`config.mk`:
```
export PLATFORM = sky130hd
export DESIGN_NAME = clock_divider_bank
export DESIGN_NICKNAME = d
export VERILOG_FILES = /design/src/rtl/clk_gen_pkg.sv /design/src/rtl/clock_div_channel.sv /design/src/rtl/clock_divider_bank.sv
export SDC_FILE = /design/constraint.sdc
export NUM_CORES = 1
export LEC_CHECK = 0
export BUFFER_PORTS_ARGS = -buffer_cell sky130_fd_sc_hd__buf_2
export CAP_MARGIN = 20
export CELL_PAD_IN_SITES_DETAIL_PLACEMENT = 2
export CELL_PAD_IN_SITES_GLOBAL_PLACEMENT = 2
export CORE_MARGIN = 5
export CORE_UTILIZATION = 35
export CTS_CLUSTER_DIAMETER = 200
export CTS_CLUSTER_SIZE = 30
export DETAILED_ROUTE_END_ITERATION = 10
export PLACE_DENSITY = 0.79
export SLEW_MARGIN = 20
export SYNTH_ARGS = -nofsm -noshare
export SYNTH_HDL_FRONTEND = slang
export SYNTH_SLANG_ARGS = --single-unit
```
`constraint.sdc`:
```
create_clock -name clk_in -period 2.81 [get_ports clk_in]
set_input_delay 0.843 -clock clk_in [delete_from_list [all_inputs] [get_ports clk_in]]
set_output_delay 0.843 -clock clk_in [all_outputs]
set_load 0.02 [all_outputs]
```
`src/rtl/clk_gen_pkg.sv`:
```
// =============================================================================
// clk_gen_pkg : shared types, constants and ratio helpers for the divider bank
// Revision    : 1.0
// =============================================================================
`default_nettype none

package clk_gen_pkg;

    typedef enum logic [0:0] {
        IDLE = 1'b0,
        RUN  = 1'b1
    } ch_state_t;

    localparam int unsigned DIV_MIN = 2;

    // Ratios below DIV_MIN collapse to the fastest legal divider.
    function automatic logic [31:0] clamp_ratio(input logic [31:0] d);
        return (d < DIV_MIN) ? 32'(DIV_MIN) : d;
    endfunction

    // ceil(dl/2) without forming dl+1, so the widest ratio cannot overflow.
    function automatic logic [31:0] high_time(input logic [31:0] dl);
        return (dl >> 1) + {31'd0, dl[0]};
    endfunction

endpackage

`default_nettype wire

```
`src/rtl/clock_div_channel.sv`:
```
// =============================================================================
// clock_div_channel : one programmable divider (IDLE/RUN FSM, counter, outputs)
// Revision          : 1.0
// =============================================================================
`default_nettype none

module clock_div_channel
    import clk_gen_pkg::*;
#(
    parameter int DIV_W = 8
) (
    input  logic             clk_in,
    input  logic             rst_n,
    input  logic             en,
    input  logic [DIV_W-1:0] div,
    output logic             clk_out,
    output logic             tick,
    output logic             active
);

    ch_state_t        state, state_nxt;
    logic [DIV_W-1:0] cnt, cnt_nxt;
    logic [DIV_W-1:0] dl, dl_nxt;
    logic             clk_r, clk_nxt;
    logic             tick_r, tick_nxt;

    logic [DIV_W-1:0] div_clamped;
    logic [DIV_W-1:0] high_cnt;
    logic [DIV_W-1:0] cnt_inc;
    logic [DIV_W-1:0] last_cnt;

    assign div_clamped = DIV_W'(clamp_ratio(32'(div)));
    assign high_cnt    = DIV_W'(high_time(32'(dl)));
    assign cnt_inc     = cnt + 1'b1;
    assign last_cnt    = dl - 1'b1;

    always_ff @(posedge clk_in or negedge rst_n) begin
        if (!rst_n) begin
            state  <= IDLE;
            cnt    <= '0;
            dl     <= DIV_W'(DIV_MIN);
            clk_r  <= 1'b0;
            tick_r <= 1'b0;
        end else begin
            state  <= state_nxt;
            cnt    <= cnt_nxt;
            dl     <= dl_nxt;
            clk_r  <= clk_nxt;
            tick_r <= tick_nxt;
        end
    end

    always_comb begin
        state_nxt = state;
        cnt_nxt   = cnt;
        dl_nxt    = dl;
        clk_nxt   = clk_r;
        tick_nxt  = 1'b0;
        case (state)
            IDLE: begin
                cnt_nxt = '0;
                clk_nxt = 1'b0;
                if (en) begin
                    dl_nxt    = div_clamped;
                    clk_nxt   = 1'b1;
                    tick_nxt  = 1'b1;
                    state_nxt = RUN;
                end
            end
            RUN: begin
                if (cnt < last_cnt) begin
                    cnt_nxt = cnt_inc;
                    clk_nxt = (cnt_inc < high_cnt);
                end else if (en) begin
                    // Period boundary: ratio is only re-sampled here.
                    dl_nxt   = div_clamped;
                    cnt_nxt  = '0;
                    clk_nxt  = 1'b1;
                    tick_nxt = 1'b1;
                end else begin
                    state_nxt = IDLE;
                    cnt_nxt   = '0;
                    clk_nxt   = 1'b0;
                end
            end
            default: begin
                state_nxt = IDLE;
                cnt_nxt   = '0;
                clk_nxt   = 1'b0;
            end
        endcase
    end

    assign clk_out = clk_r;
    assign tick    = tick_r;
    assign active  = (state == RUN);

endmodule

`default_nettype wire

```
`src/rtl/clock_divider_bank.sv`:
```
// =============================================================================
// clock_divider_bank : NUM_CH independent glitch-free programmable dividers
// Revision           : 1.0
// =============================================================================
`default_nettype none

module clock_divider_bank
    import clk_gen_pkg::*;
#(
    parameter int NUM_CH = 2,
    parameter int DIV_W  = 8
) (
    input  logic                    clk_in,
    input  logic                    rst_n,
    input  logic [NUM_CH-1:0]       en,
    input  logic [NUM_CH*DIV_W-1:0] div,
    output logic [NUM_CH-1:0]       clk_out,
    output logic [NUM_CH-1:0]       tick,
    output logic [NUM_CH-1:0]       active
);

    generate
        for (genvar i = 0; i < NUM_CH; i++) begin : g_ch
            clock_div_channel #(
                .DIV_W (DIV_W)
            ) u_ch (
                .clk_in  (clk_in),
                .rst_n   (rst_n),
                .en      (en[i]),
                .div     (div[i*DIV_W +: DIV_W]),
                .clk_out (clk_out[i]),
                .tick    (tick[i]),
                .active  (active[i])
            );
        end
    endgenerate

endmodule

`default_nettype wire

```
==> results of run 1 <==
[layer usage]
metal	global-route usage [%]	part of all wire, %
met3	2.76	2.4
met5	0	0
met4	5.36	1.5
met2	31.8	50
met1	22.8	46
[what timing repair did]
| item | in CTS | in global routing |
|---|---|---|
| pin swaps | 4 | 0 |
| hold buffers | 0 | 0 |
| gates resized for setup | 3 | 8 |
| cloned | 0 | 1 |
| setup endpoints to repair | 29 | 37 |
| buffers inserted | 6 | 2 |
[cell families after synthesis]
kind of cell	count (synthesis)
AOI/OAI and AO/OA	28
xor gates and xnor gates	34
adders and majority gates	36
buffers and inverters	28
DFF	38
muxes	16
and+or+nand+nor	82
[layout make-up]
class,count,area [um^2]
Clock buffer,6,82.6
Clock inverter,2,12.5
Fill cell,816,4300
Inverter,16,60.1
Multi-Input combinational cell,196,1760
Sequential cell,38,953
Tap cell,102,128
Timing Repair Buffer,56,394
[report_power, final]
part	switching [uW]	leakage (uW)	total, uW	internal [uW]
registers	255	0.000461	1050	797
logic	1550	0.00120	3070	1530
clock network	219	0.0000472	416	198
[flip-flops by register name, indices dropped and copies added, names as in the netlist]
| register | count |
|---|---|
| g_ch.u_ch.tick | 2 |
| g_ch.u_ch.clk_out | 2 |
| g_ch.u_ch.dl | 16 |
| g_ch.u_ch.cnt | 16 |
| g_ch.u_ch.active | 2 |
[synthesized netlist by cell type (all sizes together)]
cell type	n	share of area [%]
o31ai	2	0.55
or4	4	1.1
and2	2	0.46
o41ai	2	1.2
and3	8	1.8
nor4b	2	0.64
a22oi	4	2.1
nand4	2	0.46
or2	1	0.23
dfrtp	36	33
and4	2	0.64
nor3	4	0.73
buf	6	1.6
mux2	12	6.6
mux2i	4	1.5
nand2b	6	1.4
ha	36	16
a31o	2	0.64
dfstp	2	1.9
nor2	13	1.8
nand3	14	2.6
a21oi	4	0.73
nor2b	12	2.7
a21boi	4	1.1
nand2	8	1.1
inv	16	2.2
clkbuf	6	0.82
o21ai	4	0.73
xnor2	20	6.4
xor2	14	4.5
a221o	2	0.73
a21o	2	0.55
nor4	4	0.91
o21a	2	0.55
[placed cells by master (no fill, tap or decap), drive strengths merged, types with 8 or more instances in the layout]
cell / n
xnor2: 20
xor2: 14
nor2: 13
ha: 36
nand3: 14
buf: 56
dfrtp: 36
and3: 8
mux2: 12
nor2b: 12
inv: 16
nand2: 8
[through the flow]
stage	worst slack, ns	std cells	cell area [um^2]	util, %	hold WS [ns]
final	-0.158	416	3390	44.1	0.522
after detailed placement	-0.157	399	3160	41.0	0.513
after global routing	-0.248	416	3390	44.1	0.535
after global placement	-0.0320	399	3160	41.0	0.496
after CTS	-0.106	413	3320	43.2	0.525
after floorplan	-0.0901	262	2810	-	0.478
[worst register-to-register path, cell delays in order, from the launching register on]
cell and delay, ns:
dfrtp_1 0.41, or4_4 0.57, nor2_2 0.12, xnor2_1 0.13
ha_1 0.29, a21o_1 0.22, a221o_1 0.43, a22oi_4 0.24
buf_12 0.16, mux2_4 0.30
[path summary, 6_finish.rpt]
path	from	depth (start not counted)	to	slack, ns
worst max register to register	g_ch[1].u_ch.dl[5]	9	g_ch[1].u_ch.dl[5]	-0.16
worst min-delay path	g_ch[1].u_ch.dl[1]	2	g_ch[1].u_ch.dl[1]	0.52
worst min register to register	g_ch[1].u_ch.dl[1]	2	g_ch[1].u_ch.dl[1]	0.52
max in group asynchronous	rst_n	1	g_ch[0].u_ch.cnt[6]	1.60
worst max-delay path	g_ch[1].u_ch.dl[5]	9	g_ch[1].u_ch.dl[5]	-0.16
min in group asynchronous	rst_n	1	g_ch[1].u_ch.dl[0]	0.65
==> impl_results.md, run 1 <==
- Status: finished with violations
- Failing checks: negative setup slack
- Worst Path Buf+Inv: 1
- Post-synthesis compound-gate area fraction: 8.84%
- Main combinational cell family by area after synthesis: simple AND/OR/NAND/NOR gates
- Number of global-route vias before repair: 2552
- Worst-case clock buffer depth: 2
- Ports: 26
- Multiplexer share of the synthesized area: 8.02%
- Max IR drop VDD: 0.601 mV
- Die area: 9710 um^2
- Crit path launch type: register
- CTS Buf Count: 5
- Starting Density: 35.7%
- CTS tree: built
- Final Slew Violations: 0
- Synth Cell Area: 2750 um^2
- Clk_lat worst skew: 0.30 ns
- Layout cells sized above 1: 30.3%
- Final min period: 2.97 ns
- RSZ-0062 raised after global routing: true
- Adder-Cell Fraction of Synth Area: 16.4%
- Final setup viols: 18
- CP Data Required Time: 3.00 ns
- Port bufs: 25
- Relative slew slack: 41.4%
- YS warnings: 0
- Pin count of the biggest net entering global routing: 39
- Routed WL: 8.32 mm
- GRT Total Usage: 18.1%
- Fin worst setup slack: -0.158 ns
- Via count: 2147
- Synth Net Count: 318
- Slew @ Worst Pin: 0.878 ns
- DRT Pass-1 Iters: 4
- CP Max Fanout: 9
- CTS Root Cell: clkbuf_8
- HPWL after detailed placement: 6.24 mm
- Worst hold path type: register to register
- GP Congestion: 0.752
- Fmax: 0.337 GHz
- Synth Area in XOR/XNOR: 10.8%
- Antenna violations before repair: 0
- Clk_skew: 0.00731 ns
- Worst EP arrival: 3.16 ns
- Slowest cell on crit path: or4_4
- Core Area: 7690 um^2
- Gr ovfl total: 0
- Antenna fix cells: 0
- Pwr/cell area: 1340 nW/um^2
- Chip Height: 98.6 um
- Synth Area in Simple Gates: 16.5%
- Nets: 369
- First-pass GRT wire length: 13.7 mm
- Synthesis-stage register bit count: 38
- Area Growth Syn to Fin: 23.6%
- Row count: 32
- Setup CP Type: register to register
- Clk sinks: 38
- Max Cap Viol: 0
- Unique cell type count in the Yosys netlist: 35
- CP endpoint kind: register
- Seq/Total Area, Yosys: 34.7%
- CP Cell Sequence: or4_4 -> nor2_2 -> xnor2_1 -> ha_1 -> a21o_1 -> a221o_1 -> a22oi_4 -> buf_12 -> mux2_4
- DR WL/cell: 20.0 um
- Pleak: 0.00171 uW
- Die W: 98.6 um
- CP peak stage delay: 0.57 ns
- Final setup TNS: -2.17 ns
- Vias/cell: 5.16
- Final worst path period share: 106%
- Power Total: 4540 uW
- DRC violations left: 0
- Post-Synthesis Cells: 262
- Mapped Avg Cell Area: 10.5 um^2
- Final hold viol count: 0
- H-Tree Depth: 2
- DRT antenna net count: 0
- Top delay family on crit path: compound AO/OA/AOI/OAI gates
- Worst-path clk slew: 0.08 ns
- DR iter-0 viols: 33
Power figures use the tool's default switching activity.
==> inputs of run 2 (changes only) <==
- CTS_BUF_LIST: not set -> sky130_fd_sc_hd__clkbuf_16
- HOLD_SLACK_MARGIN: not set -> 0.02
==> run 2 against run 1 <==
  * Largest cell class unchanged
  * Flip-flop and latch count unchanged
  * Clock power increased by 34%
  * Critical path depth increased by 1
  * The flow still finishes with violations (negative setup slack)
  * Register-to-register slack got worse by 0.09 ns
==> impl_results.md, run 2 (same netlist as run 1, synthesis figures left out) <==
- Status: finished with violations
- Failing checks: negative setup slack
- Routed WL: 9.90 mm (+19%)
- Number of global-route vias before repair: 2597 (+1.8%)
- Die W: 98.6 um (unchanged)
- DRC violations left: 0 (unchanged)
- Worst EP arrival: 3.22 ns (+0.06 ns)
- R2R Path Start: g_ch[1].u_ch.dl[3]
- Row count: 32 (unchanged)
- Port bufs: 25 (unchanged)
- DR iter-0 viols: 54 (+64%)
- Gr ovfl total: 0 (unchanged)
- Area Growth Syn to Fin: 26.1%
- Max Cap Viol: 0 (unchanged)
- Placed insts: 399 (unchanged)
- Worst hold path endpoint: g_ch[1].u_ch.dl[1]
- Non-filler cells, final: 415 (-0.24%)
- Worst-path clk slew: 0.06 ns (-0.02 ns)
- Worst-case clock buffer depth: 2 (unchanged)
- Most frequent cells in the layout: ha_1 (36), dfrtp_1 (36), buf_2 (25)
- First-pass GRT wire length: 14.0 mm (+2.5%)
- # fillers: 806 (-1.2%)
- GRT Total Usage: 18.7% (+0.64 points)
- Worst hold path type: register to register
- Starting Density: 35.7% (unchanged)
- HPWL after detailed placement: 6.24 mm (unchanged)
- Final setup viols: 36 (+18)
- Final hold viol count: 0 (unchanged)
- Fmax: 0.327 GHz (-2.8%)
- CP Max Fanout: 9 (unchanged)
- CP Cell Sequence: buf_4 -> nor2_1 -> nor4b_1 -> xnor2_1 -> ha_1 -> and3_4 -> a221o_1 -> a22oi_4 -> buf_12 -> mux2_4
- Clk_skew: 0.00581 ns (-0.00150 ns)
- CP peak stage delay: 0.41 ns (-0.16 ns)
- DR WL/cell: 23.9 um (+19%)
- Area of the multi-input gates: 1790 um^2 (+1.6%)
- Pwr/cell area: 1430 nW/um^2 (+6.6%)
- RSZ-0062 raised after global routing: true
- Max IR drop VDD: 0.637 mV (+6.1%)
- Clk_lat worst skew: 0.28 ns (-0.02 ns)
- Top Layer Used: met4
- CTS Buf Count: 5 (unchanged)
- Pleak: 0.00174 uW (+1.7%)
- Ports: 26 (unchanged)
- Via count: 2231 (+3.9%)
- WL met1: 4.24 mm (+10%)
- Antenna violations before repair: 0 (unchanged)
- Reg2Reg Setup Slack: -0.25 ns (-0.09 ns)
- Die area: 9710 um^2 (unchanged)
- Met3 routed wirelength: 245 um (+24%)
- DRT antenna net count: 0 (unchanged)
- Min Hold Slack: 0.520 ns (-0.00170 ns)
- Layout cells sized above 1: 30.7% (+0.42 points)
- DRT Pass-1 Iters: 4 (unchanged)
- Pin count of the biggest net entering global routing: 39 (unchanged)
- Final Slew Violations: 0 (unchanged)
- Crit path launch type: register
- CP Data Required Time: 2.97 ns (-0.03 ns)
- Setup CP Type: register to register
- Nets: 368 (-0.27%)
- CP endpoint kind: register
- Final min period: 3.06 ns (+0.0867 ns)
- Worst hold path cell count: 2 (unchanged)
- Slowest cell on crit path: nor4b_1
- Power Total: 4940 uW (+8.8%)
- Clk sinks: 38 (unchanged)
- CTS tree: built
- H-Tree Depth: 2 (unchanged)
- Final worst path period share: 109% (+3.1 points)
- Sequential cell area: 953 um^2 (unchanged)
- Core Area: 7690 um^2 (unchanged)
- Relative slew slack: 39.4% (-2.0 points)
- CTS Root Cell: clkbuf_16
- Slew @ Worst Pin: 0.908 ns (+0.0300 ns)
- Capturing point of the worst reg2reg path: g_ch[1].u_ch.dl[5]
- Regs by FF count: g_ch.u_ch.cnt (16), g_ch.u_ch.dl (16)
- Fin worst setup slack: -0.245 ns (-0.0867 ns)
- HP Start: g_ch[1].u_ch.dl[1]
- Final setup TNS: -3.74 ns (-1.58 ns)
- Chip Height: 98.6 um (unchanged)
- Antenna fix cells: 0 (unchanged)
- GP Congestion: 0.752 (unchanged)
- Worst R2R Path Depth: 10 (+1)
- Vias/cell: 5.38 (+4.2%)
- DR WL met2: 5.05 mm (+22%)
[run 2: cell count changes in the layout (fill, tap and decap cells not counted)]
cell / before / now
buf_4: 26 / 24
buf_6: 3 / 4
clkbuf_16: 0 / 5
clkbuf_8: 6 / 0
clkinv_1: 0 / 1
nor2_1: 11 / 10
nor2_2: 2 / 1
nor2_4: 0 / 2
xnor2_1: 19 / 17
xnor2_2: 1 / 3
[run 2: worst max path at each step]
stage,startpoint,endpoint,slack [ns],depth (start not counted)
2_1_floorplan,g_ch[1].u_ch.dl[3],g_ch[1].u_ch.dl[2],-0.09,9
3_3_place_gp,g_ch[0].u_ch.dl[5],g_ch[0].u_ch.dl[4],-0.03,9
3_5_place_dp,g_ch[1].u_ch.dl[5],g_ch[1].u_ch.dl[3],-0.16,8
4_1_cts,g_ch[0].u_ch.dl[5],g_ch[0].u_ch.dl[7],-0.09,9
5_1_grt,g_ch[1].u_ch.dl[5],g_ch[1].u_ch.dl[5],-0.28,9
6_report,g_ch[1].u_ch.dl[3],g_ch[1].u_ch.dl[5],-0.25,10
[run 2: metal layers]
| layer | vias to the layer above | GRT usage (%) |
|---|---|---|
| met5 | - | 0 |
| met4 | 0 | 7.25 |
| met3 | 29 | 2.34 |
| met2 | 64 | 33.9 |
| met1 | 1122 | 22.5 |
| li1 | 1016 | - |
[run 2: final cells by class]
type,instances,share of cell area [%]
repair buffers,55,11.3
inverters,16,1.73
clock buffers,5,3.61
well taps,102,3.69
multi-input cells,196,51.7
flip-flops and latches,38,27.5
clock inverters,3,0.470
[run 2: stage by stage]
step / utilization [%] / cell area [um^2] / worst slack, ns
after floorplan: - / 2810 / -0.0901
after global placement: 41.0 / 3160 / -0.0320
after detailed placement: 41.0 / 3160 / -0.157
after CTS: 43.8 / 3370 / -0.0947
after global routing: 45.0 / 3460 / -0.285
final: 45.0 / 3460 / -0.245
[run 2: where the power goes]
part,internal (uW),switching (uW),leakage (uW),total [uW]
registers,799,274,0.000461,1070
clock network,324,233,0.0000672,557
logic,1570,1740,0.00121,3310
total,2700,2250,0.00174,4940
[run 2: worst max-delay path: cells and delay by family (launching register included)]
kind                     cells  cell delay, ns
adder cells (fa/ha/maj)      1            0.27
AO/OA/AOI/OAI                2            0.61
flip-flops                   1            0.40
multiplexers                 1            0.32
AND/OR/NAND/NOR              3            0.76
XOR/XNOR                     1            0.21
buffers and inverters        2            0.36
[run 2: repair_timing]
| action | in CTS | in global routing |
|---|---|---|
| hold buffers | 0 | 0 |
| resized for setup | 4 | 13 |
| setup endpoints to repair | 22 | 37 |
| pin swaps | 5 | 1 |
| buffers inserted | 5 | 2 |
| hold endpoints to repair | 0 | 0 |
| cloned | 0 | 1 |
